==> src/rtl/serial_addsub_ctrl_if.sv <==
// Start/busy/done request-and-result bundle for the bit-serial add/sub sequencer.
interface serial_addsub_ctrl_if #(
    parameter int unsigned WIDTH = 8
);
    logic             start;
    logic             sub;
    logic [WIDTH-1:0] a;
    logic [WIDTH-1:0] b;
    logic             busy;
    logic             done;
    logic [WIDTH-1:0] result;
    logic             cout;
    logic             ovf;

    modport master (
        output start, sub, a, b,
        input  busy, done, result, cout, ovf
    );

    modport slave (
        input  start, sub, a, b,
        output busy, done, result, cout, ovf
    );
endinterface

==> src/rtl/serial_addsub_ctrl.sv <==
// Bit-serial add/subtract sequencer: one full-adder cell reused LSB-first across WIDTH bits.
// Optional signed saturation on overflow is enabled by defining SERIAL_ADDSUB_SAT_EN.
module serial_addsub_ctrl #(
    parameter int unsigned WIDTH = 8
) (
    input logic                  clk,
    input logic                  rst,
    serial_addsub_ctrl_if.slave  bus
);
    localparam int unsigned CW = $clog2(WIDTH);
    localparam logic [CW-1:0] LAST = CW'(WIDTH - 1);

    typedef enum logic [1:0] {IDLE, RUN, DONE} state_t;

    state_t           state;
    logic [WIDTH-1:0] a_sr;
    logic [WIDTH-1:0] b_sr;
    logic [WIDTH-1:0] res_sr;
    logic [CW-1:0]    cnt;
    logic             carry;
    logic             c_msb;
    logic             sub_r;
`ifdef SERIAL_ADDSUB_SAT_EN
    logic             a_msb;
`endif

    logic             bx_c;
    logic             s_c;
    logic             co_c;
    logic             ovf_c;
    logic             accept_c;
    logic [WIDTH-1:0] final_c;

    // The shared 1-bit add/sub cell; subtraction inverts b here and gets its +1 from carry.
    always_comb begin
        bx_c     = b_sr[0] ^ sub_r;
        s_c      = a_sr[0] ^ bx_c ^ carry;
        co_c     = (a_sr[0] & bx_c) | (a_sr[0] & carry) | (bx_c & carry);
        ovf_c    = c_msb ^ carry;
        accept_c = bus.start && (state != RUN);
    end

    always_comb begin
        final_c = res_sr;
`ifdef SERIAL_ADDSUB_SAT_EN
        if (ovf_c) begin
            final_c = a_msb ? {1'b1, {(WIDTH-1){1'b0}}} : {1'b0, {(WIDTH-1){1'b1}}};
        end
`endif
    end

    always_ff @(posedge clk) begin
        if (rst) begin
            state      <= IDLE;
            a_sr       <= '0;
            b_sr       <= '0;
            res_sr     <= '0;
            cnt        <= '0;
            carry      <= 1'b0;
            c_msb      <= 1'b0;
            sub_r      <= 1'b0;
`ifdef SERIAL_ADDSUB_SAT_EN
            a_msb      <= 1'b0;
`endif
            bus.busy   <= 1'b0;
            bus.done   <= 1'b0;
            bus.result <= '0;
            bus.cout   <= 1'b0;
            bus.ovf    <= 1'b0;
        end else begin
            bus.done <= 1'b0;
            case (state)
                IDLE: state <= IDLE;
                RUN: begin
                    res_sr <= {s_c, res_sr[WIDTH-1:1]};
                    a_sr   <= a_sr >> 1;
                    b_sr   <= b_sr >> 1;
                    carry  <= co_c;
                    cnt    <= cnt + CW'(1);
                    if (cnt == LAST) begin
                        c_msb    <= carry;
                        state    <= DONE;
                        bus.busy <= 1'b0;
                    end
                end
                DONE: begin
                    bus.done   <= 1'b1;
                    bus.result <= final_c;
                    bus.cout   <= carry;
                    bus.ovf    <= ovf_c;
                    state      <= IDLE;
                end
                default: state <= IDLE;
            endcase

            // Acceptance in IDLE or DONE; the latter gives back-to-back operation.
            if (accept_c) begin
                a_sr     <= bus.a;
                b_sr     <= bus.b;
                sub_r    <= bus.sub;
                carry    <= bus.sub;
                cnt      <= '0;
`ifdef SERIAL_ADDSUB_SAT_EN
                a_msb    <= bus.a[WIDTH-1];
`endif
                state    <= RUN;
                bus.busy <= 1'b1;
            end
        end
    end
endmodule

==> src/flat_wrapper.sv <==
// flat-port wrapper written by rule: the top's interface ports become plain ports
module serial_addsub_ctrl_flat 
#(
    parameter int unsigned WIDTH = 8
)
  (clk, rst, bus_start, bus_sub, bus_a, bus_b, bus_busy, bus_done, bus_result, bus_cout, bus_ovf);
  serial_addsub_ctrl_if #(.WIDTH(WIDTH)) bus_i ();
  input logic clk;
  input logic rst;
  input wire logic [$bits(bus_i.start)-1:0] bus_start;
  input wire logic [$bits(bus_i.sub)-1:0] bus_sub;
  input wire logic [$bits(bus_i.a)-1:0] bus_a;
  input wire logic [$bits(bus_i.b)-1:0] bus_b;
  output wire logic [$bits(bus_i.busy)-1:0] bus_busy;
  output wire logic [$bits(bus_i.done)-1:0] bus_done;
  output wire logic [$bits(bus_i.result)-1:0] bus_result;
  output wire logic [$bits(bus_i.cout)-1:0] bus_cout;
  output wire logic [$bits(bus_i.ovf)-1:0] bus_ovf;
  assign bus_i.start = bus_start;
  assign bus_i.sub = bus_sub;
  assign bus_i.a = bus_a;
  assign bus_i.b = bus_b;
  assign bus_busy = bus_i.busy;
  assign bus_done = bus_i.done;
  assign bus_result = bus_i.result;
  assign bus_cout = bus_i.cout;
  assign bus_ovf = bus_i.ovf;
  serial_addsub_ctrl #(.WIDTH(WIDTH)) u_core (.clk(clk), .rst(rst), .bus(bus_i));
endmodule
==> config.mk <==
export PLATFORM = sky130hd
export DESIGN_NAME = serial_addsub_ctrl_flat
export DESIGN_NICKNAME = d
export VERILOG_FILES = /design/src/rtl/serial_addsub_ctrl_if.sv /design/src/rtl/serial_addsub_ctrl.sv /design/src/flat_wrapper.sv
export SDC_FILE = /design/constraint.sdc
export NUM_CORES = 1
export LEC_CHECK = 0
export BUFFER_PORTS_ARGS = -buffer_cell sky130_fd_sc_hd__buf_2
export CORE_UTILIZATION = 54
export DETAILED_ROUTE_END_ITERATION = 10
export HOLD_SLACK_MARGIN = 0.08
export MAX_ROUTING_LAYER = met4
export PLACE_DENSITY = 0.77
export SYNTH_ARGS = -nofsm -noshare
export SYNTH_HDL_FRONTEND = slang
export SYNTH_SLANG_ARGS = --single-unit
export TNS_END_PERCENT = 20
==> constraint.sdc <==
create_clock -name clk -period 1.5 [get_ports clk]
set_input_delay 0.075 -clock clk [delete_from_list [all_inputs] [get_ports clk]]
set_output_delay 0.075 -clock clk [all_outputs]
set_load 0.01 [all_outputs]
==> results of run 1 <==
-- registers in the layout (all words and copies together), names as in the netlist, 2 cells and up --
name and count:
u_core.a_sr 8, u_core.b_sr 8, u_core.bus.result 8, u_core.final_c 8, u_core.cnt 3, u_core.state 2
-- synthesized netlist by cell type (all sizes together) --
master,count
a211oi,16
a21oi,38
a221oi,1
and2b,1
buf,13
clkbuf,4
clkinv,1
dfxtp,44
fa,1
ha,2
inv,2
mux2i,2
nand2,52
nand2b,3
nand3,5
nand3b,1
nor2,18
nor2b,1
nor3,2
o21ai,1
or2b,1
xnor2,2
-- path summary, 6_finish.rpt --
path                         from              endpoint  slack [ns]  depth (start not counted)
max reg2reg          u_core.carry          u_core.carry        0.18                          3
max                  u_core.carry          u_core.carry        0.18                          3
min                           rst        u_core.a_sr[4]        0.13                          3
min reg2reg  u_core.bus.result[6]  u_core.bus.result[6]        0.46                          2
-- placed cells by master, fill, tap and decap left out, types with 3 or more instances in the layout --
cell type       n
nor2_1         18
nand2b_1        3
clkbuf_4        5
a21oi_1        33
buf_4           5
buf_2          31
nand3_1         5
nand2_1        52
a21oi_2         5
dlygate4sd3_1  20
dfxtp_1        44
a211oi_2       15
-- power breakdown --
group | internal, mW | switching [mW]
combinational | 0.161 | 0.166
sequential | 1.22 | 0.0346
clock | 0.349 | 0.373
-- layout make-up --
cell class / instances / area, sq um / share of cell area
sequential: 44 / 880.8 / 0.3810
multi-input combinational: 147 / 853.3 / 0.3690
timing repair buffer: 58 / 432.9 / 0.1872
tap: 46 / 57.56 / 0.02489
clock buffer: 6 / 41.29 / 0.01786
clock inverter: 2 / 35.03 / 0.01515
inverter: 3 / 11.26 / 0.004870
-- metrics by stage --
step                      hold slack [ns]  setup WS [ns]  cell area [sq um]  utilization
after global placement             0.3407         0.3045               2036       0.6100
after global routing               0.1450        0.07063               2312       0.6929
after CTS                          0.1319         0.1678               2312       0.6929
final                              0.1328         0.1762               2312       0.6929
after detailed placement           0.3430         0.2016               2036       0.6100
after floorplan                    0.2227         0.3317               1876            -
-- critical path, cell delays in order (launching register included) --
cell	delay (ns)
dfxtp_1	0.43
inv_1	0.09
fa_1	0.42
a221oi_1	0.29
-- kinds of logic (layout without fill, tap and decap cells) --
logic type | after synthesis | count (layout)
XOR/XNOR | 2 | 2
buffers and inverters | 20 | 69
AND/OR/NAND/NOR | 84 | 84
adder cells (fa/ha/maj) | 3 | 3
multiplexers | 2 | 2
AO/OA/AOI/OAI | 56 | 56
flip-flops | 44 | 44
-- metal layers --
metal,global-route usage,vias to the layer above,routed length (um),part of all wire
li1,-,805,-,-
met1,0.2653,734,1574,0.46
met2,0.3485,28,1683,0.49
met3,0.07036,7,137,0.040
met4,0.07792,0,56,0.016
met5,-,-,0,0
==> reports/qor.csv, run 1 <==
metric,value,unit
status,"finished, final reports clean",
Die W,60.94,um
# resized after CTS,0,
Setup Crit Path Kind,reg2reg,
Static Leak,0.9163,nW
# diodes,0,
CTS clock-pin slew for the worst setup and hold paths,0.13,ns
Crit. End Element,register,
Power per Cell Area,997.4,mW/mm^2
CP Launch Type,register,
I/O pin count,32,
Syn Inst Count,211,
total die area,0.003713,sq mm
num rows,21,
Compound-Gate Fraction of Synth Area,0.2228,
CP max FO,5,
Post-Route WL,3.452,mm
initial DRC count,59,
"Hold Vio Cnt, Final",0,
GR Util All Layers,0.2209,
via count,1574,
CTS Buf Count,5,
WL/cell,11.28,um
nets@finish,282,
Simple-Gate Fraction of Synth Area,0.1881,
Critical Path AT,1.59,ns
via/cell ratio,5.144,
placed insts,278,
Final Power,2.306,mW
share of cells above drive strength 1,0.2538,
Netlist Area Pre-Place,0.001876,sq mm
register area share after synthesis,0.4696,
post-synthesis average cell area,8.889,sq um
port bufs,31,
Peak supply drop,0.7191,mV
Slew HR,0.7545,
Synth area leader,dfxtp_1,
Yosys top cell area share,0.4696,
Seq cells post-synth,44,
Worst Path Required,1.76,ns
CTS tree,yes,
setup TNS,0,ns
Peak Freq,755.4,MHz
mux contribution to synthesized area,0.01067,
hold_buf cts,20,
RSZ-0062 raised after global routing,false,
largest net degree at the start of global routing,45,
vias in the first global route,1300,
Hold Path Class,in2reg,
Tmin final,1.324,ns
synth unique cells,27,
Synth area leaders,"dfxtp_1, nand2_1, a211oi_2, a21oi_1, nor2_1",
Adder-Cell Fraction of Synth Area,0.02402,
Initial DRT Pass Iterations,4,
Root Buffer,clkbuf_4,
CTS Buffer Depth,2,
first-pass GRT wire length,5.671,mm
total core area,0.003337,sq mm
post-route insts no fill,306,
CTS H-tree lvls,2,
GRT overflow,0,
# fillers,289,
Final setup viols,0,
slew at the pin closest to its max-slew limit,0.3683,ns
period utilization,0.8825,
Synth-to-Final Area Change,23.28,%
initial antenna violation count,0,
Worst Skew,0.01053,ns
clk sinks,44,
DRC,0,
final weighted congestion in routability-driven placement,0.7779,
Routed Antenna Nets,0,
Final HPWL DP,2.056,mm
largest family of logic cells by synthesized area,compound AO/OA/AOI/OAI gates,
setup bufs post-CTS,0,
Die H,60.94,um
Initial Util,0.5621,
Final Max Slew Viols,0,
Synth Area in XOR/XNOR,0.009340,
MaxCap Viol Count,0,
worst-skew pair later-pin latency,0.36,ns
post-synth net total,234,
Yosys Warn Count,0,
Power figures use the tool's default switching activity.
==> run 2: changes to the inputs <==
- PLACE_DENSITY: 0.77 -> 0.75
==> run 2 against run 1 <==
  * Via count is 1.1% higher
  * Count of clock-buffer cells in the layout is 1 higher
  * Flip-flop and latch count did not move
  * Non-clock buffer count grew 4
  * Global-route usage increased by 1.7 points
  * Power increased by 4.5%
  * Sequential power about the same
  * Core utilization grew 1.3 points
  * Final cell count increased by 1.3%
  * Fmax decreased by 4.9%
  * Highest routed layer unchanged
  * Hold slack gained 0.0033 ns
==> reports/qor.csv, run 2 (synthesized netlist as in run 1, its figures left out) <==
metric,value,unit,change
Peak supply drop,0.6446,mV,-10%
first-pass GRT wire length,6.120,mm,+7.9%
setup bufs post-CTS,0,,unchanged
r2r worst-path depth,4,,+1
"Worst Setup Slack, final",0.1079,ns,-0.06824 ns
via/cell ratio,5.135,,-0.16%
CTS clock-pin slew for the worst setup and hold paths,0.13,ns,about the same
port bufs,31,,unchanged
vias in the first global route,1394,,+7.2%
WHS Path Cells,2,,-1
Hold Path Class,in2reg,,
Power per Cell Area,1023,mW/mm^2,+2.5%
dpl ws,0.2437,ns,+0.04209 ns
Final setup viols,0,,unchanged
num rows,21,,unchanged
Critical Path AT,1.69,ns,+0.10 ns
Initial Util,0.5621,,unchanged
largest net degree at the start of global routing,33,,-27%
period utilization,0.9280,,+0.04550
CTS H-tree lvls,2,,unchanged
# diodes,0,,unchanged
CP Launch Type,primary input,,
Static Leak,0.9367,nW,+2.2%
worst-skew pair later-pin latency,0.36,ns,about the same
Crit. End Element,register,,
initial antenna violation count,0,,unchanged
"most common cell after layout, fill and taps aside",nand2_1,,
nets@finish,286,,+1.4%
clk sinks,44,,unchanged
initial DRC count,57,,-3.4%
most frequent cells in the layout,"nand2_1, dfxtp_1, a21oi_1",,
GR Util All Layers,0.2378,,+0.01682
sequential group share of total power,0.522,,-0.023
Routed Antenna Nets,0,,unchanged
Final Power,2.410,mW,+4.5%
Peak Freq,718.4,MHz,-4.9%
total die area,0.003713,sq mm,unchanged
CTS Buffer Depth,2,,unchanged
Die H,60.94,um,unchanged
Root Buffer,clkbuf_4,,
WL/cell,12.13,um,+7.5%
Initial DRT Pass Iterations,4,,unchanged
DRC,0,,unchanged
CP max FO,8,,+3
RSZ-0062 raised after global routing,false,,
status,"finished, final reports clean",,
Net Sw Frac,0.2412,,-0.007549
Synth-to-Final Area Change,25.62,%,
Clock Power Share,0.339,,+0.026
setup TNS,0,ns,unchanged
Worst Skew,0.01621,ns,+0.005674 ns
Logic pwr share,0.139,,-0.003
share of cells above drive strength 1,0.2576,,+0.003730
Post-Route WL,3.759,mm,+8.9%
CTS Buf Count,5,,unchanged
Setup Crit Path Kind,in2reg,,
Final HPWL DP,2.148,mm,+4.5%
internal power,1.828,mW,+5.5%
"Hold Vio Cnt, Final",0,,unchanged
Post-Route Utilization,0.7060,,+0.01312
Die W,60.94,um,unchanged
Worst Path Required,1.80,ns,+0.04 ns
Slew HR,0.7345,,-0.01998
net switching power figure,0.5812,mW,+1.3%
total core area,0.003337,sq mm,unchanged
final weighted congestion in routability-driven placement,0.7078,,-9.0%
via count,1592,,+1.1%
slew at the pin closest to its max-slew limit,0.3982,ns,+0.02998 ns
I/O pin count,32,,unchanged
Final Max Slew Viols,0,,unchanged
GRT overflow,0,,unchanged
Tmin final,1.392,ns,+0.06824 ns
MaxCap Viol Count,0,,unchanged
CTS tree,yes,,
==> run 2: changes by cell type in the layout (fill, tap and decap cells not counted), sizes merged <==
cell and delta:
buf +1, clkbuf +1, clkinv -1, dlygate4sd3 +3
==> run 2: layout make-up <==
type / count / area (sq um)
flip-flops and latches: 44 / 880.8
fillers: 282 / 980.9
multi-input cells: 147 / 853.3
inverters: 3 / 11.26
repair buffers: 62 / 457.9
clock inverters: 1 / 30.03
well taps: 46 / 57.56
clock buffers: 7 / 65.06
==> run 2: critical path, cell delays in order <==
cell and delay (ns):
dlygate4sd3_1 0.55, buf_2 0.21, nand2_1 0.09, dlygate4sd3_1 0.59
a211oi_2 0.18
==> run 2: metrics by stage <==
step / instance area, sq um / hold slack (ns) / cells
after global placement: 2031 / 0.3435 / 279
after detailed placement: 2031 / 0.3459 / 279
after global routing: 2356 / 0.1377 / 310
final: 2356 / 0.1361 / 310
after CTS: 2356 / 0.1167 / 310
after floorplan: 1876 / 0.2227 / 211
==> run 2: what timing repair did <==
| action | CTS | global route |
|---|---|---|
| hold buffers | 23 | 0 |
| gates resized for setup | 0 | 0 |
| endpoints found under the hold margin | 20 | 0 |
==> run 2: power groups by stage <==
| stage | clock [mW] | combinational (mW) | sequential, mW |
|---|---|---|---|
| after floorplan | 0 | 0.238 | 1.28 |
| after global placement | 0 | 0.281 | 1.28 |
| after detailed placement | 0 | 0.284 | 1.28 |
| after CTS | 0.831 | 0.330 | 1.26 |
| after global routing | 0.884 | 0.370 | 1.27 |
| final | 0.818 | 0.335 | 1.26 |
==> run 2: worst paths after layout <==
check | end | slack, ns | startpoint
setup / recovery | u_core.a_sr[4] | 0.11 | bus_start
hold / removal | u_core.a_sr[5] | 0.14 | rst
hold reg to reg | u_core.bus.result[1] | 0.46 | u_core.bus.result[1]
setup reg to reg | u_core.b_sr[2] | 0.20 | u_core.state[0]
==> run 2: per-layer routing <==
layer  vias to the layer above  wire length [um]  GRT usage  share of wire
met5                         -                 0          -              0
met4                         0                99     0.1234          0.026
met3                        10                89    0.04691          0.024
met2                        26              1791     0.3909           0.48
met1                       749              1777     0.2739           0.47
li1                        807                 -          -              -
==> run 3: changes to the inputs <==
- BUFFER_PORTS_ARGS: -buffer_cell sky130_fd_sc_hd__buf_2 -> default
- CORE_UTILIZATION: 54 -> 61
- DONT_BUFFER_PORTS: default -> 1
==> run 3 against run 2 <==
  * The flow now finishes with violations (design-rule violations)
  * Sequential power barely moved
  * Fmax rose by 6.3%
  * Non-clock buffer count fell by 37
  * Via count fell by 8.9%
  * Sequential share of layout area rose by 3.7 points
  * Setup slack improved by 0.083 ns
  * First-iteration DRC count fell by 44%
  * Routed wire length fell by 9.0%
  * Flip-flop and latch count did not move
  * Largest cell class unchanged
==> reports/qor.csv, run 3 (synthesized netlist as in run 1, its figures left out) <==
metric,value,unit,change
CP max FO,5,,-3
hold_buf cts,20,,-13%
Die W,57.45,um,-5.7%
CTS clock-pin slew for the worst setup and hold paths,0.12,ns,about the same
Clock Power Share,0.358,,+0.019
vias in the first global route,1353,,-2.9%
via/cell ratio,5.642,,+9.9%
GRT overflow,0,,unchanged
setup bufs post-CTS,0,,unchanged
max incr delay on CP,0.43,ns,-0.16 ns
Placed Area,0.001834,sq mm,-9.7%
crit path max-delay cell type,dfxtp_1,,
largest net degree at the start of global routing,45,,+36%
WL/cell,13.31,um,+9.7%
Worst Skew,0.006577,ns,-0.009631 ns
"Worst Setup Slack, final",0.1906,ns,+0.08261 ns
Initial DRT Pass Iterations,7,,+3
Peak supply drop,0.7857,mV,+22%
CP Launch Type,register,,
setup TNS,0,ns,unchanged
final weighted congestion in routability-driven placement,0.7989,,+13%
Peak Freq,763.7,MHz,+6.3%
placed insts,230,,-18%
Hold Path Class,in2reg,,
post-route insts no fill,257,,-17%
total core area,0.002829,sq mm,-15%
Routed Antenna Nets,0,,unchanged
DRC,1,,+1
worst-skew pair later-pin latency,0.35,ns,about the same
"most common cell after layout, fill and taps aside",nand2_1,,
period utilization,0.8730,,-0.05507
Worst Path Required,1.76,ns,-0.04 ns
Setup Crit Path Kind,reg2reg,,
CTS tree,yes,,
Critical Path AT,1.57,ns,-0.12 ns
Final Max Slew Viols,0,,unchanged
worst path buffer plus inverter count,1,,-2
num rows,19,,-9.5%
MaxCap Viol Count,0,,unchanged
Logic pwr share,0.123,,-0.016
status,"finished, violations left",,
port bufs,0,,-100%
slew at the pin closest to its max-slew limit,0.7185,ns,+0.3202 ns
CTS Buffer Depth,2,,unchanged
RSZ-0062 raised after global routing,false,,
total die area,0.003301,sq mm,-11%
Post-Route WL,3.420,mm,-9.0%
I/O pin count,32,,unchanged
Synth-to-Final Area Change,14.21,%,
# diodes,0,,unchanged
Static Leak,0.7819,nW,-17%
Final setup viols,0,,unchanged
"critical path, cell by cell",inv_1 > fa_1 > a221oi_1,,
CTS H-tree lvls,2,,unchanged
failing checks,design-rule violations,,
Final Instance Area,0.002142,sq mm,-9.1%
"Hold Vio Cnt, Final",0,,unchanged
Crit. End Element,register,,
net switching power figure,0.5576,mW,-4.1%
initial antenna violation count,0,,unchanged
sequential group share of total power,0.518,,-0.004
first-pass GRT wire length,5.823,mm,-4.9%
internal power,1.873,mW,+2.4%
Final HPWL DP,2.126,mm,-1.0%
Net Sw Frac,0.2294,,-0.01180
most frequent cells in the layout,"nand2_1, dfxtp_1, a21oi_1",,
GR Util All Layers,0.2396,,+0.001859
Slew HR,0.5194,,-0.2151
Post-Route Utilization,0.7572,,+0.05115
clk sinks,44,,unchanged
Tmin final,1.309,ns,-0.08261 ns
CTS Buf Count,5,,unchanged
kind of cell adding the most delay to the critical path,flip-flops,,
via count,1450,,-8.9%
dpl ws,0.2107,ns,-0.03300 ns
Root Buffer,clkbuf_4,,
Power per Cell Area,1135,mW/mm^2,+11%
initial DRC count,32,,-44%
share of cells above drive strength 1,0.1504,,-0.1071
Die H,57.45,um,-5.7%
nets@finish,249,,-13%
Initial Util,0.6630,,+0.1009
# resized after CTS,0,,unchanged
run 3: stage by stage:
step	total power, mW	hold WS, ns
floorplan	1.515	0.2227
finish	2.431	0.2265
global placement	1.498	0.1437
detailed placement	1.513	0.1454
CTS	2.448	0.2268
global route	2.528	0.2612
run 3: worst register-to-register path: cells and delay by family (launching register included):
family	cells	cell delay (ns)
adders and majority gates	1	0.43
AOI/OAI and AO/OA	1	0.27
buffers and inverters	1	0.09
DFF	1	0.43
run 3: final cells by class:
type / count / area (sq um)
Clock buffer: 5 / 37.54
Clock inverter: 2 / 60.06
Fill cell: 213 / 686.9
Inverter: 3 / 11.26
Multi-Input combinational cell: 147 / 853.3
Sequential cell: 44 / 880.8
Tap cell: 31 / 38.79
Timing Repair Buffer: 25 / 260.3
run 3: power by group through the flow:
stage | combinational [mW] | clock, mW | sequential, mW
finish | 0.300 | 0.871 | 1.26
global route | 0.333 | 0.928 | 1.27
CTS | 0.302 | 0.887 | 1.26
detailed placement | 0.228 | 0 | 1.28
global placement | 0.217 | 0 | 1.28
floorplan | 0.238 | 0 | 1.28
run 3: final timing paths:
kind | startpoint | end | slack (ns) | cells past startpoint
max | u_core.carry | u_core.carry | 0.19 | 3
min | bus_start | u_core.cnt[2] | 0.23 | 3
max reg2reg | u_core.carry | u_core.carry | 0.19 | 3
min reg2reg | u_core.final_c[0] | u_core.bus.result[0] | 0.46 | 2
run 3: layer usage:
metal | track usage | vias to the layer above | part of all wire
met1 | 0.2767 | 674 | 0.44
met4 | 0.1150 | 0 | 0.020
met5 | - | - | 0
met2 | 0.3953 | 40 | 0.49
met3 | 0.04989 | 7 | 0.053
li1 | - | 729 | -
